--- src/rtl/axi_camera_frame_writer.sv ---
// Camera frame writer: streams NUM_BURSTS fixed-length AXI4 INCR write bursts of pixel
// data per frame from a valid/ready pixel stream, keeping one burst outstanding at a time.
module axi_camera_frame_writer #(
    parameter int unsigned DATA_W     = 32,
    parameter int unsigned BURST_LEN  = 16,
    parameter int unsigned NUM_BURSTS = 4
) (
    input  logic                ACLK,
    input  logic                ARESETn,
    input  logic                start,
    input  logic [31:0]         start_addr,
    input  logic [DATA_W-1:0]   pix_data,
    input  logic                pix_valid,
    output logic                pix_ready,
    output logic                busy,
    output logic                done,
    output logic                err,
    output logic [31:0]         AWADDR,
    output logic [7:0]          AWLEN,
    output logic [2:0]          AWSIZE,
    output logic [1:0]          AWBURST,
    output logic                AWVALID,
    input  logic                AWREADY,
    output logic [DATA_W-1:0]   WDATA,
    output logic [DATA_W/8-1:0] WSTRB,
    output logic                WVALID,
    input  logic                WREADY,
    output logic                WLAST,
    input  logic [1:0]          BRESP,
    input  logic                BVALID,
    output logic                BREADY
);
    localparam int unsigned STRB_W      = DATA_W / 8;
    localparam logic [7:0]  LAST_BEAT   = 8'(BURST_LEN - 1);
    localparam logic [15:0] LAST_BURST  = 16'(NUM_BURSTS - 1);
    localparam logic [31:0] BURST_BYTES = 32'(BURST_LEN * STRB_W);

    typedef enum logic [2:0] {IDLE, ADDR, DATA, RESP, FIN} state_e;

    state_e      state_q, state_d;
    logic [31:0] addr_q, addr_d;
    logic [7:0]  beat_q, beat_d;
    logic [15:0] burst_q, burst_d;
    logic        err_q, err_d;

    assign AWLEN   = LAST_BEAT;
    assign AWSIZE  = 3'($clog2(STRB_W));
    assign AWBURST = 2'b01;
    assign WSTRB   = {STRB_W{1'b1}};
    assign AWADDR  = addr_q;
    assign err     = err_q;

    always_ff @(posedge ACLK) begin
        if (!ARESETn) begin
            state_q <= IDLE;
            addr_q  <= '0;
            beat_q  <= '0;
            burst_q <= '0;
            err_q   <= 1'b0;
        end else begin
            state_q <= state_d;
            addr_q  <= addr_d;
            beat_q  <= beat_d;
            burst_q <= burst_d;
            err_q   <= err_d;
        end
    end

    // Next-state and handshake decode; W channel is a straight pass-through in DATA.
    always_comb begin
        state_d   = state_q;
        addr_d    = addr_q;
        beat_d    = beat_q;
        burst_d   = burst_q;
        err_d     = err_q;
        AWVALID   = 1'b0;
        WVALID    = 1'b0;
        WDATA     = '0;
        WLAST     = 1'b0;
        pix_ready = 1'b0;
        BREADY    = 1'b0;
        busy      = 1'b1;
        done      = 1'b0;
        unique case (state_q)
            IDLE: begin
                busy = 1'b0;
                if (start) begin
                    state_d = ADDR;
                    addr_d  = start_addr;
                    burst_d = '0;
                    err_d   = 1'b0;
                end
            end
            ADDR: begin
                AWVALID = 1'b1;
                if (AWREADY) begin
                    state_d = DATA;
                    beat_d  = '0;
                end
            end
            DATA: begin
                WVALID    = pix_valid;
                WDATA     = pix_data;
                pix_ready = WREADY;
                WLAST     = pix_valid && (beat_q == LAST_BEAT);
                if (pix_valid && WREADY) begin
                    beat_d = beat_q + 8'd1;
                    if (beat_q == LAST_BEAT) state_d = RESP;
                end
            end
            RESP: begin
                BREADY = 1'b1;
                if (BVALID) begin
                    if (BRESP != 2'b00) err_d = 1'b1;
                    if (burst_q == LAST_BURST) begin
                        state_d = FIN;
                    end else begin
                        // Address advances by whole bursts and wraps modulo 2^32.
                        burst_d = burst_q + 16'd1;
                        addr_d  = addr_q + BURST_BYTES;
                        state_d = ADDR;
                    end
                end
            end
            FIN: begin
                done    = 1'b1;
                state_d = IDLE;
            end
            default: state_d = IDLE;
        endcase
    end
endmodule

--- config.mk ---
export PLATFORM = sky130hd
export DESIGN_NAME = axi_camera_frame_writer
export DESIGN_NICKNAME = d
export VERILOG_FILES = /design/src/rtl/axi_camera_frame_writer.sv
export SDC_FILE = /design/constraint.sdc
export NUM_CORES = 1
export LEC_CHECK = 0
export BUFFER_PORTS_ARGS = -buffer_cell sky130_fd_sc_hd__clkbuf_2
export CORE_ASPECT_RATIO = 0.75
export CORE_MARGIN = 2
export CORE_UTILIZATION = 40
export CTS_CLUSTER_DIAMETER = 120
export DETAILED_ROUTE_END_ITERATION = 16
export PLACE_DENSITY = 0.72
export SETUP_SLACK_MARGIN = 0.2
export SYNTH_ARGS = -nofsm -noshare
export SYNTH_HDL_FRONTEND = slang
export SYNTH_SLANG_ARGS = --single-unit
export TNS_END_PERCENT = 5
--- constraint.sdc ---
create_clock -name ACLK -period 1.65 [get_ports ACLK]
set_input_delay 0.165 -clock ACLK [delete_from_list [all_inputs] [get_ports ACLK]]
set_output_delay 0.165 -clock ACLK [all_outputs]
set_load 0.03 [all_outputs]
; Word level (Yosys, flattened, before mapping)
; Cells that the tools add are included.
[classes]
addsub = 3
n_eq_ne = 13
mux = 30
n_reduce_logical = 10
[op_table]
columns = operator, n
row1 = $mux W32, 4
row2 = $pmux W32 S2, 1
row3 = $mux W16, 3
row4 = $add A32 B7 Y32 const B, 1
row5 = $pmux W16 S2, 1
row6 = $mux W3, 6
row7 = $add A16 B1 Y16 const B, 1
row8 = $eq A16 B2 Y1 const B, 1
row9 = $mux W8, 2
row10 = $pmux W8 S2, 1
row11 = $ne A2 B2 Y1 const B, 7
row12 = $pmux W3 S4, 1
row13 = $mux W1, 10
row14 = $add A8 B1 Y8 const B, 1
row15 = $eq A8 B4 Y1 const B, 1
row16 = $reduce_and A4 Y1, 2
row17 = $eq A3 B2 Y1 const B, 2
row18 = $reduce_bool A2 Y1, 3
row19 = $reduce_and A5 Y1, 1
row20 = $eq A3 B1 Y1 const B, 1
row21 = $eq A3 B3 Y1 const B, 1
row22 = $logic_not A3 Y1, 1
row23 = $reduce_and A3 Y1, 1
row24 = $logic_and A1 B1 Y1, 2
row25 = $pmux W1 S2, 1
[word_totals]
ff_bits = 60
in_bits = 73
out_inout_bits = 89
word_cells = 61

; Depth between registers and ports, before layout
; Gate-level depths: netlist of run 1.
[logic_depth]
depth_word = 4
ltp_mapped = 8
ltp_nobuf = 6

; Worst setup path before layout of run 1
; OpenSTA, ideal clock, no wires.
[synth_path]
path_kind = register to register
start = register addr_q[6] (netlist: AWADDR[6])
end = register addr_q[24] (netlist: AWADDR[24])
setup_ps = 117
arrival_time_ps = 1921
required_time_ps = 1533
slack_ps = -389
stages_incl_launch_ff = 7
n_path_buf = 0
synth_period_minus_slack_ps = 2039
cell_sequence = dfxtp_1 -> ha_1 -> nand3_2 -> nor4_4 -> a31oi_1 -> a21o_1 -> a32o_1
[synth_between]
elab_chain_cells = 4
[synth_lines]
columns = item, line
row1 = start: declaration, 41  ; logic [31:0] addr_q, addr_d;
row2 = start signal: assignment, 62  ; addr_q <= addr_d;
row3 = $add A32 B7 Y32, 120  ; addr_d = addr_q + BURST_BYTES;
row4 = $mux W32, 115  ; if (burst_q == LAST_BURST) begin
row5 = $mux W32, 113  ; if (BVALID) begin
row6 = $pmux W32 S2, 84  ; unique case (state_q)
; Every way passes these cells. The select of a mux whose other input is x is not followed.
; A chain may end at the register's enable or synchronous reset.

; Final worst setup path of run 1
[layout_path]
start = register state_q[0]
end = output WLAST
[layout_between]
elab_chain_cells = 2
[layout_lines]
columns = item, line
row1 = start: declaration, 40  ; state_e state_q, state_d;
row2 = start signal: assignment, 61  ; state_q <= state_d;
row3 = $eq A3 B2 Y1, 84
row4 = $mux W1, 84
row5 = end: declaration, 28  ; output logic WLAST,
; Every way passes these cells.

==> results, run 1 <==
- The flow ran to the end, but the final reports show violations.
- The final reports fail on setup timing.
- The net switching power is 2.55 mW.
- The logic gate share of total power is 41.3%.
- Subtracting the final worst setup slack from the clock period gives 1800 ps.
- The library cells used most frequently in the layout, excluding fill and tap cells, are 115 x sky130_fd_sc_hd__clkbuf_2, 66 x sky130_fd_sc_hd__nand2_1, 54 x sky130_fd_sc_hd__buf_4.
- The largest net degree at the start of global routing is 48.
- The number of distinct library cell variants in the gate-level netlist after synthesis is 61.
- The count of filler cells inserted in the layout is 718.
- Clock skew on the completed layout was measured at 11.5 ps.
- For the worst setup path, the data arrival time is 1640 ps.
- The number of antenna violations at the first check in global routing was 0.
- The sequential cell area is 1260 sq um.
- The number of antenna diodes in the final layout is 0.
- The wire-length estimate of the detail-placed layout is 8330 um.
- The path class of the tightest hold or removal check is in2reg.
- For this run the aggregate overflow at the end of global routing stands at 0.
- STA classifies the critical path startpoint as a register.
- Cells fill 64.9% of the core in the end.
- Synthesis produced a netlist whose cell count is 481.
- The floorplan has 30 rows.
- In this run the cell area of the synthesized design comes to 3700 sq um.
- Pin placement for this block handled 162 I/O pins.
- The layout overhead on the synthesized area is 58.1%.
- The number of global-route vias before repair is 4208.
- The critical path in this run is classified as reg2out.
- The share of async-settable or async-resettable flops after synthesis is 0%.
- The final clock period utilization by the worst path is 109%.
- The detailed router finished its first iteration with 258 violations.
- The number of pins with negative max-slew slack in the final report is 0.
- The count of yosys warnings during synthesis is 0.
- The hold violation total from the final report is 0.
- The area inside the core boundary is 9010 sq um.
- The DRC violation count after routing is 0.
- The sequential share of power is 27.8%.
- The final-layout setup total negative slack is -6000 ps.
- Summing all multi-input logic gate instances after layout gives 2480 sq um.
- The net switching fraction of the power is 37.6%.
- The total power is 6.79 mW.
- Sequential elements use 32.5% of the synthesized area.
- Routability-driven placement finished with a final weighted congestion of 0.880.
- For this run, the leading register cell type out of synthesis is sky130_fd_sc_hd__dfxtp_1.
- The combined global-route utilization of all metal layers is 25.5%.
- The routed wire length per instance is 16.5 um.
- Setup repair after global routing could not meet its margin everywhere.
- In this run the number of H-tree levels came out at 3.
- Clock tree synthesis selected as its root buffer the cell sky130_fd_sc_hd__clkbuf_16.
- The count of TritonRoute iterations in the first routing pass is 5.
- The floorplan die area is 10000 sq um.
- Leaving out fill and tap cells, the most frequent cell in the layout is sky130_fd_sc_hd__clkbuf_2.
- The mean post-synth cell area is 7.69 sq um.
- The fraction of layout cells with a size suffix above 1 is 45.8%.
- Clock tree synthesis inserted a total of 9 buffers.
- In this run, synthesis inferred 0 flip-flops with an integrated enable.
- The leakage power figure is 2.60 nW.
- For this configuration, the core starts out at a cell density of 41.0%.
- Once detail routing completed, the nets flagged for antenna violations numbered 0.
- For the worst-skew pair, the clock arrives at the later sink with an insertion delay of 340 ps.
- The worst setup slack after layout is -154 ps.
- The number of max-capacitance violations reported is 0.
- The number of sinks driven by the clock tree is 60.
- The critical-path maximum fanout is 8.
- Synthesis inferred 60 register bits.
- The part of the power in the clock network is 30.8%.
- The setup violation total in the final timing report is 67.
- Measured along the y axis, the die boundary spans 87.3 um.
- The total detailed-routing wirelength is 13000 um.
- The via density per instance is 5.49.
- Detailed routing inserted a total of 4341 vias.
- The cell-internal power is 4.24 mW.
- The highest clock rate is 554 MHz.
- The wire length of the first global-routing pass is 20200 um.
- For this design the ratio of total power to cell area is 1160 nW/um^2.
- The die outline width is 115 um.
- After clock tree synthesis, the clock-pin slew on the worst setup and hold paths is 50 ps.
- Hold repair after CTS inserted 0 buffers.
- The worst-case vdd ir drop is 0.000596 V.
- The worst setup path is captured at an output port.
- The clock passes through at most 2 buffers.
- The number of nets in the finished design is 750.
- The TritonCTS clock tree is built.
- Buffers placed on the I/O ports in this run total 144.
- The worst path required time is 1480 ps.
-- synth_stat cells (6+ instances only) --
master	instances	area, sq um
sky130_fd_sc_hd__a31oi_1	6	37.5
sky130_fd_sc_hd__and2_1	38	238
sky130_fd_sc_hd__xor2_1	15	131
sky130_fd_sc_hd__nand2_1	68	255
sky130_fd_sc_hd__nand3_1	20	100
sky130_fd_sc_hd__clkbuf_1	14	52.6
sky130_fd_sc_hd__nor3_1	7	35.0
sky130_fd_sc_hd__buf_4	21	158
sky130_fd_sc_hd__nor2_1	45	169
sky130_fd_sc_hd__nand4_1	15	93.8
sky130_fd_sc_hd__a21oi_1	24	120
sky130_fd_sc_hd__o21ai_0	19	95.1
sky130_fd_sc_hd__or3_1	6	37.5
sky130_fd_sc_hd__a21o_1	7	52.6
sky130_fd_sc_hd__dfxtp_1	60	1200
sky130_fd_sc_hd__o31ai_1	7	52.6
sky130_fd_sc_hd__inv_1	7	26.3
sky130_fd_sc_hd__a21boi_0	9	67.6
sky130_fd_sc_hd__buf_2	6	30.0
-- per-stage QoR --
stage / hold slack (ps) / cell area (sq um) / instances / setup slack, ps
3_3_place_gp: 400 / 4890 / 763 / -119
5_1_grt: 75.8 / 5850 / 791 / -214
6_report: 64.2 / 5850 / 791 / -154
2_1_floorplan: 310 / 3850 / 496 / 22.6
4_1_cts: 67.3 / 5700 / 788 / -126
3_5_place_dp: 412 / 4890 / 763 / -175
-- kinds of logic (layout without fill, tap and decap cells) --
kind of cell               Yosys count  after routing  synth area share, %
AOI/OAI and AO/OA                  113            113                 21.5
and+or+nand+nor                    228            228                 31.9
adders and majority gates            3              3                 1.02
other                                2             17                0.203
xor gates and xnor gates            19             19                 4.50
DFF                                 60             60                 32.5
buffers and inverters               56            239                 8.43
-- cell type report --
type | instances | share of cell area, %
multi-input cells | 380 | 42.4
clock buffers | 14 | 5.05
repair buffers | 214 | 27.4
clock inverters | 2 | 0.663
flip-flops and latches | 60 | 21.5
inverters | 9 | 0.599
well taps | 112 | 2.40
-- state kept, by name (all words and copies together) (netlist names) --
name,flops
AWADDR,32
beat_q,8
state_q,3
err,1
burst_q,16
-- final timing paths --
path | startpoint | end | slack (ps) | cells past startpoint
hold reg to reg | AWADDR[1]$_SDFFE_PN0P_ | AWADDR[1]$_SDFFE_PN0P_ | 460 | 2
setup / recovery | state_q[0]$_SDFFE_PN0P_ | WLAST | -150 | 6
setup reg to reg | state_q[1]$_SDFFE_PN0P_ | burst_q[13]$_SDFFE_PN0P_ | -120 | 6
hold / removal | start_addr[1] | AWADDR[1]$_SDFFE_PN0P_ | 60 | 3
-- critical path, stage by stage, from the launching register on --
cell                      delay (ps)
sky130_fd_sc_hd__dfxtp_4         360
sky130_fd_sc_hd__buf_6           130
sky130_fd_sc_hd__nor3b_4         230
sky130_fd_sc_hd__buf_6           170
sky130_fd_sc_hd__and2_4          160
sky130_fd_sc_hd__and2_4          140
sky130_fd_sc_hd__buf_8           110
-- layer usage --
| metal | vias to the layer above | track usage [%] | routed length (um) |
|---|---|---|---|
| met5 | - | 0 | 0 |
| met1 | 2071 | 30.9 | 5250 |
| met3 | 33 | 6.89 | 782 |
| met2 | 183 | 42.7 | 6640 |
| li1 | 2054 | - | - |
| met4 | 0 | 11.1 | 351 |
-- repair_timing --
action	CTS	global route
gates resized for setup	101	54
cloned	0	1
setup endpoints to repair	92	98
pin swaps	30	22
buffers inserted	9	2
-- power by group through the flow --
stage | logic [mW] | registers, mW | clock network, mW
6_report | 2.81 | 1.89 | 2.09
5_1_grt | 2.99 | 1.91 | 2.18
4_1_cts | 2.61 | 1.87 | 2.10
3_5_place_dp | 2.25 | 1.89 | 0
3_3_place_gp | 2.20 | 1.88 | 0
2_1_floorplan | 1.28 | 2.16 | 0
Power figures use the tool's default switching activity.
==> inputs of run 2 (changes only) <==
Settings changed: SKIP_CTS_REPAIR_TIMING set to 1.
==> results, run 2 (synthesized netlist as in run 1, its figures left out) <==
- The most repeated library cell on the critical path is sky130_fd_sc_hd__buf_6.
- The type of the worst min-delay path is in2reg (unchanged).
- Violated checks: setup timing (unchanged).
- The clock tree root buffer cell is sky130_fd_sc_hd__clkbuf_16 (unchanged).
- The hold violation total from the final report came to 0 (unchanged).
- The highest clock rate was 551 MHz (was 554 MHz).
- The die outline width was 115 um (unchanged).
- The clock latency reported for the late side of the worst-skew pair is 340 ps (about the same).
- The worst path required time is 1480 ps (about the same).
- The total congestion overflow is 0 (unchanged).
- The clock buffer count from CTS is 9 (unchanged).
- Series of cell instances along the critical path: buf_6, nor3b_4, buf_6, buf_6, and2_1, buf_6 (was buf_6, nor3b_4, buf_6, and2_4, and2_4, buf_8).
- The wire length of the first global-routing pass came to 18200 um (was 20200 um).
- The number of max-capacitance violations reported is 0 (unchanged).
- The total detailed-routing wirelength is 12400 um (was 13000 um).
- The worst-case vdd ir drop was 0.000573 V (was 0.000596 V).
- The flip-flop count of the largest register, all copies and words added is 32 (unchanged).
- The TritonCTS clock tree is built (unchanged).
- The final estimated routing congestion in global placement is 0.880 (unchanged).
- The power per cell area is 1170 nW/um^2 (was 1160 nW/um^2).
- The clock-pin slew on the worst setup and hold paths came to 50 ps (about the same).
- The commonest non-fill, non-tap cell in the layout is sky130_fd_sc_hd__clkbuf_2 (unchanged).
- The endpoint kind of the worst setup timing path was an output port (unchanged).
- Run status: finished with violations (unchanged).
- The die height came to 87.3 um (unchanged).
- The combined global-route utilization of all metal layers came to 22.7% (was 25.5%).
- The number of cells after detailed placement is 763 (unchanged).
- The sum of buffers and inverters on the critical path is 4 (was 3).
- The number of antenna violations at the first check in global routing was 0 (unchanged).
- The count of filler cells inserted in the layout is 759 (was 718).
- Unrepaired setup endpoints after global routing: true (unchanged).
- The area inside the core boundary is 9010 sq um (unchanged).
- The leakage power figure came to 2.54 nW (was 2.60 nW).
- The number of pins with negative max-slew slack in the final report is 0 (unchanged).
- The placed wire-length estimate is 8330 um (unchanged).
- The setup violation total in the final timing report is 65 (was 67).
- The worst setup slack after layout is -163 ps (was -154 ps).
- The largest net degree at the start of global routing is 48 (unchanged).
- The final antenna-violating net count is 0 (unchanged).
- The count of input and output buffers is 144 (unchanged).
- The number of sinks driven by the clock tree came to 60 (unchanged).
- Top library cells by usage in the layout, fill and taps aside: 105 x sky130_fd_sc_hd__clkbuf_2, 67 x sky130_fd_sc_hd__nand2_1, 51 x sky130_fd_sc_hd__buf_4 (was 115 x sky130_fd_sc_hd__clkbuf_2, 66 x sky130_fd_sc_hd__nand2_1, 54 x sky130_fd_sc_hd__buf_4).
- The number of diodes added for antenna fixing is 0 (unchanged).
- The critical-path cell with the highest stage delay is sky130_fd_sc_hd__dfxtp_4 (unchanged).
- The number of nets in the finished design is 747 (was 750).
- The number of top-level pins is 162 (unchanged).
- The highest cell delay on the worst timing path was 370 ps (was 360 ps).
- The post-route clock skew is 9.33 ps (was 11.5 ps).
- The startpoint kind of the worst setup timing path is a register (unchanged).
- The DRC violation count after routing is 0 (unchanged).
- The total via count after detailed routing came to 4241 (was 4341).
- The effective utilization at floorplan is 41.0% (unchanged).
- The layout overhead on the synthesized area is 53.8% (was 58.1%).
- The number of global-route vias before repair was 3899 (was 4208).
- The via density per instance is 5.38 (was 5.49).
- The number of violations reported at the end of detailed-routing iteration 0 is 284 (was 258).
- The routed wire length per instance is 15.7 um (was 16.5 um).
- The fraction of layout cells with a size suffix above 1 is 43.8% (was 45.8%).
- The total power came to 6.68 mW (was 6.79 mW).
- The number of H-tree branching levels was 3 (unchanged).
- The final standard cell count with taps included and fillers excluded is 788 (was 791).
- The tightest hold margin came to 70.9 ps (was 64.2 ps).
- The count of TritonRoute iterations in the first routing pass was 5 (unchanged).
- The data arrival at the endpoint of the critical path is 1650 ps (was 1640 ps).
- The critical path's top delay family is buffers and inverters (was simple AND/OR/NAND/NOR gates).
- The row count is 30 (unchanged).
- The clock tree buffer depth came to 2 (unchanged).
- The utilization of the core after routing is 63.1% (was 64.9%).
- The floorplan die area is 10000 sq um (unchanged).
- The critical-path maximum fanout is 8 (unchanged).
- The category of the most critical setup path is reg2out (unchanged).
- The final clock period utilization by the worst path is 110% (was 109%).
- The post-route minimum period is 1810 ps (was 1800 ps).
[run 2: changes by cell type in the layout (fill, tap and decap cells not counted), moves of 3 or more]
cell                       before  now
sky130_fd_sc_hd__buf_6         14   48
sky130_fd_sc_hd__buf_8         19    1
sky130_fd_sc_hd__clkbuf_2     115  105
sky130_fd_sc_hd__clkbuf_8      11    3
sky130_fd_sc_hd__a21boi_1       9    5
sky130_fd_sc_hd__a21boi_0       4    7
sky130_fd_sc_hd__buf_4         54   51
sky130_fd_sc_hd__o22ai_1        2    5
sky130_fd_sc_hd__o22ai_2        4    1
[run 2: cell type report]
cell class	count	area, sq um	share of cell area [%]
clock buffers	14	295	5.19
clock inverters	2	38.8	0.682
inverters	9	33.8	0.594
multi-input cells	380	2390	42.1
flip-flops and latches	60	1260	22.1
well taps	112	140	2.46
repair buffers	211	1530	26.9
[run 2: worst reg2reg max path: stages, from the launching register on]
cell	delay (ps)
sky130_fd_sc_hd__dfxtp_4	360
sky130_fd_sc_hd__or3_4	400
sky130_fd_sc_hd__nor2_4	160
sky130_fd_sc_hd__a31oi_4	60
sky130_fd_sc_hd__buf_6	150
sky130_fd_sc_hd__buf_6	130
sky130_fd_sc_hd__or3_1	300
sky130_fd_sc_hd__a31oi_1	150
[run 2: worst paths after layout]
| path | startpoint | endpoint | slack (ps) | depth (start not counted) |
|---|---|---|---|---|
| max | state_q[0]$_SDFFE_PN0P_ | WDATA[31] | -160 | 6 |
| min | start_addr[0] | AWADDR[0]$_SDFFE_PN0P_ | 70 | 3 |
| max reg2reg | state_q[1]$_SDFFE_PN0P_ | AWADDR[6]$_SDFFE_PN0P_ | -140 | 7 |
| min reg2reg | AWADDR[0]$_SDFFE_PN0P_ | AWADDR[0]$_SDFFE_PN0P_ | 470 | 2 |
[run 2: where the power goes]
| part | leakage [nW] | internal, mW | switching (mW) |
|---|---|---|---|
| Combinational | 1.87 | 1.12 | 1.58 |
| Sequential | 0.501 | 1.67 | 0.220 |
| Clock | 0.164 | 1.39 | 0.708 |
| Total | 2.54 | 4.17 | 2.51 |
[run 2: per-layer routing]
metal / vias up / share of wire, % / GRT usage (%)
met5: - / 0 / 0
met4: 0 / 2.0 / 7.56
met3: 24 / 6.3 / 5.71
met2: 161 / 50 / 36.8
met1: 2006 / 42 / 29.5
li1: 2050 / - / -
[run 2: per-stage QoR]
step,setup WS [ps],area [sq um],TNS [ps]
6_report,-163,5690,-5550
5_1_grt,-215,5690,-10670
4_1_cts,-322,5230,-11690
3_5_place_dp,-175,4890,-3120
3_3_place_gp,-119,4890,-1600
2_1_floorplan,22.6,3850,0
==> inputs of run 3 (changes only) <==
Settings changed: CORE_MARGIN 2 to 5.
==> results, run 3 (synthesized netlist as in run 1, its figures left out) <==
- Run status: finished with violations (unchanged).
- Violated checks: setup timing (unchanged).
- The DRC violation count after routing came to 0 (unchanged).
- Top library cells by usage in the layout, fill and taps aside: 105 x sky130_fd_sc_hd__clkbuf_2, 66 x sky130_fd_sc_hd__nand2_1, 54 x sky130_fd_sc_hd__buf_4 (was 105 x sky130_fd_sc_hd__clkbuf_2, 67 x sky130_fd_sc_hd__nand2_1, 51 x sky130_fd_sc_hd__buf_4).
- The slack of the worst reg-to-reg path came to -180 ps (was -140 ps).
- The final antenna-violating net count came to 0 (unchanged).
- The fraction of layout cells with a size suffix above 1 is 44.7% (was 43.8%).
- The total power was 6.48 mW (was 6.68 mW).
- The first element of the critical path is burst_q[8]$_SDFFE_PN0P_ (was state_q[0]$_SDFFE_PN0P_).
- The number of nets in the finished design is 747 (unchanged).
- The die outline width is 121 um (was 115 um).
- The count of input and output buffers is 144 (unchanged).
- The layout overhead on the synthesized area is 55.6% (was 53.8%).
- The clock latency reported for the late side of the worst-skew pair was 330 ps (was 340 ps).
- The clock buffer count from CTS is 9 (unchanged).
- The endpoint kind of the worst setup timing path is a register (was output port).
- The final standard cell count with taps included and fillers excluded is 803 (was 788).
- The clock tree buffer depth is 2 (unchanged).
- The TritonCTS clock tree is built (unchanged).
- The worst path required time is 1860 ps (was 1480 ps).
- The worst-case vdd ir drop is 0.000633 V (was 0.000573 V).
- The combined global-route utilization of all metal layers is 20.3% (was 22.7%).
- The worst reg-to-reg path cell count was 7 (unchanged).
- The routed wire length per instance is 15.8 um (was 15.7 um).
- The logic gate share of total power is 43.4% (was 40.4%).
- The net switching power is 2.43 mW (was 2.51 mW).
- The total congestion overflow is 0 (unchanged).
- Unrepaired setup endpoints after global routing: true (unchanged).
- The type of the worst min-delay path was in2reg (unchanged).
- The leakage power figure is 2.55 nW (was 2.54 nW).
- The category of the most critical setup path is reg2reg (was reg2out).
- The worst setup slack after layout came to -176 ps (was -163 ps).
- The hold violation total from the final report is 0 (unchanged).
- The number of antenna violations at the first check in global routing is 0 (unchanged).
- The clock-pin slew on the worst setup and hold paths is 50 ps (about the same).
- The net switching fraction of the power came to 37.6% (was 37.5%).
- The number of cells after detailed placement came to 776 (was 763).
- The clock tree root buffer cell was sky130_fd_sc_hd__clkbuf_16 (unchanged).
- The worst-case setup slack after placement was -148 ps (was -175 ps).
- The number of global-route vias before repair is 3878 (was 3899).
- The number of top-level pins is 162 (unchanged).
- The critical-path maximum fanout came to 10 (was 8).
- The power per cell area is 1130 nW/um^2 (was 1170 nW/um^2).
- The die height is 93.3 um (was 87.3 um).
- The number of sinks driven by the clock tree is 60 (unchanged).
- The final estimated routing congestion in global placement is 0.862 (was 0.880).
- The flip-flop count of the largest register, all copies and words added was 32 (unchanged).
- The floorplan die area is 11300 sq um (was 10000 sq um).
- The total detailed-routing wirelength was 12700 um (was 12400 um).
- The number of violations reported at the end of detailed-routing iteration 0 was 242 (was 284).
- The count of filler cells inserted in the layout is 770 (was 759).
- The count of TritonRoute iterations in the first routing pass came to 4 (was 5).
- The highest clock rate is 548 MHz (was 551 MHz).
- The critical-path cell with the highest stage delay is sky130_fd_sc_hd__nor4_1 (was sky130_fd_sc_hd__dfxtp_4).
- The final-layout setup total negative slack came to -6810 ps (was -5550 ps).
- The wire length of the first global-routing pass came to 18600 um (was 18200 um).
- The sequential share of power was 28.9% (was 28.3%).
- The startpoint kind of the worst setup timing path is a register (unchanged).
- The worst hold path stage count is 3 (unchanged).
- The row count was 30 (unchanged).
- Series of cell instances along the critical path: nor4_1, nand4_1, a31oi_4, buf_4, clkbuf_16, nor2_1, o2bb2ai_1 (was buf_6, nor3b_4, buf_6, buf_6, and2_1, buf_6).
- The number of H-tree branching levels is 3 (unchanged).
- The post-route minimum period is 1830 ps (was 1810 ps).
- The part of the power in the clock network is 27.7% (was 31.4%).
- The largest net degree at the start of global routing came to 56 (was 48).
- The post-route clock skew came to 4.63 ps (was 9.33 ps).
- The commonest non-fill, non-tap cell in the layout is sky130_fd_sc_hd__clkbuf_2 (unchanged).
- The number of max-capacitance violations reported was 0 (unchanged).
- The end of the worst register-to-register path is AWADDR[22]$_SDFFE_PN0P_ (was AWADDR[6]$_SDFFE_PN0P_).
- The area inside the core boundary came to 9050 sq um (was 9010 sq um).
- The effective utilization at floorplan was 40.9% (was 41.0%).
- The launching point of the worst reg2reg path was burst_q[8]$_SDFFE_PN0P_ (was state_q[1]$_SDFFE_PN0P_).
- The number of pins with negative max-slew slack in the final report is 0 (unchanged).
- The worst hold path startpoint is start_addr[1] (was start_addr[0]).
- The total via count after detailed routing is 4182 (was 4241).
- The utilization of the core after routing is 63.6% (was 63.1%).
- The setup violation total in the final timing report is 64 (was 65).
- The number of diodes added for antenna fixing was 0 (unchanged).
- The placed wire-length estimate is 8640 um (was 8330 um).
- The data arrival at the endpoint of the critical path is 2040 ps (was 1650 ps).
- The cell-internal power is 4.05 mW (was 4.17 mW).
- The sink of the worst hold path is AWADDR[1]$_SDFFE_PN0P_ (was AWADDR[0]$_SDFFE_PN0P_).
- The via density per instance was 5.21 (was 5.38).
- The highest cell delay on the worst timing path is 350 ps (was 370 ps).
- The final clock period utilization by the worst path is 111% (was 110%).
## run 3: power by group through the flow
| stage | sequential (mW) | combinational (mW) | clock, mW |
|---|---|---|---|
| floorplan | 2.16 | 1.28 | 0 |
| global placement | 1.87 | 2.27 | 0 |
| detailed placement | 1.89 | 2.31 | 0 |
| CTS | 1.86 | 2.32 | 1.84 |
| global route | 1.90 | 3.01 | 1.91 |
| finish | 1.87 | 2.82 | 1.79 |
## run 3: how the worst max path moves through the flow
stage,cells after the start,slack [ps],end
2_1_floorplan,6,20,AWADDR[21]$_SDFFE_PN0P_
3_3_place_gp,5,-110,AWADDR[27]$_SDFFE_PN0P_
3_5_place_dp,6,-150,AWADDR[25]$_SDFFE_PN0P_
4_1_cts,5,-380,WDATA[1]
5_1_grt,8,-230,AWADDR[13]$_SDFFE_PN0P_
6_report,7,-180,AWADDR[22]$_SDFFE_PN0P_
## run 3: cell type report
class	instances	area, sq um	share of cell area, %
Multi-Input combinational cell	380	2420	42.1
Inverter	9	33.8	0.587
Sequential cell	60	1250	21.8
Timing Repair Buffer	211	1590	27.7
Tap cell	128	160	2.78
Clock inverter	1	5.00	0.0870
Clock buffer	14	284	4.94
## run 3: routing by layer
layer / vias to the layer above / track usage [%] / part of all wire, %
li1: 2043 / - / -
met1: 1984 / 26.0 / 42
met2: 133 / 33.3 / 51
met3: 22 / 4.96 / 5.2
met4: 0 / 7.36 / 1.9
met5: - / 0 / 0
## run 3: critical path: cells and delay by family, from the launching register on
family	cells	cell delay [ps]
flops	1	310
buf+inv	2	330
compound gates	2	380
simple gates	3	700
## run 3: stage by stage
step	area (sq um)	hold WS, ps
2_1_floorplan	3850	310
3_3_place_gp	4930	407
3_5_place_dp	4930	413
4_1_cts	5220	62.1
5_1_grt	5750	80.3
6_report	5750	76.1
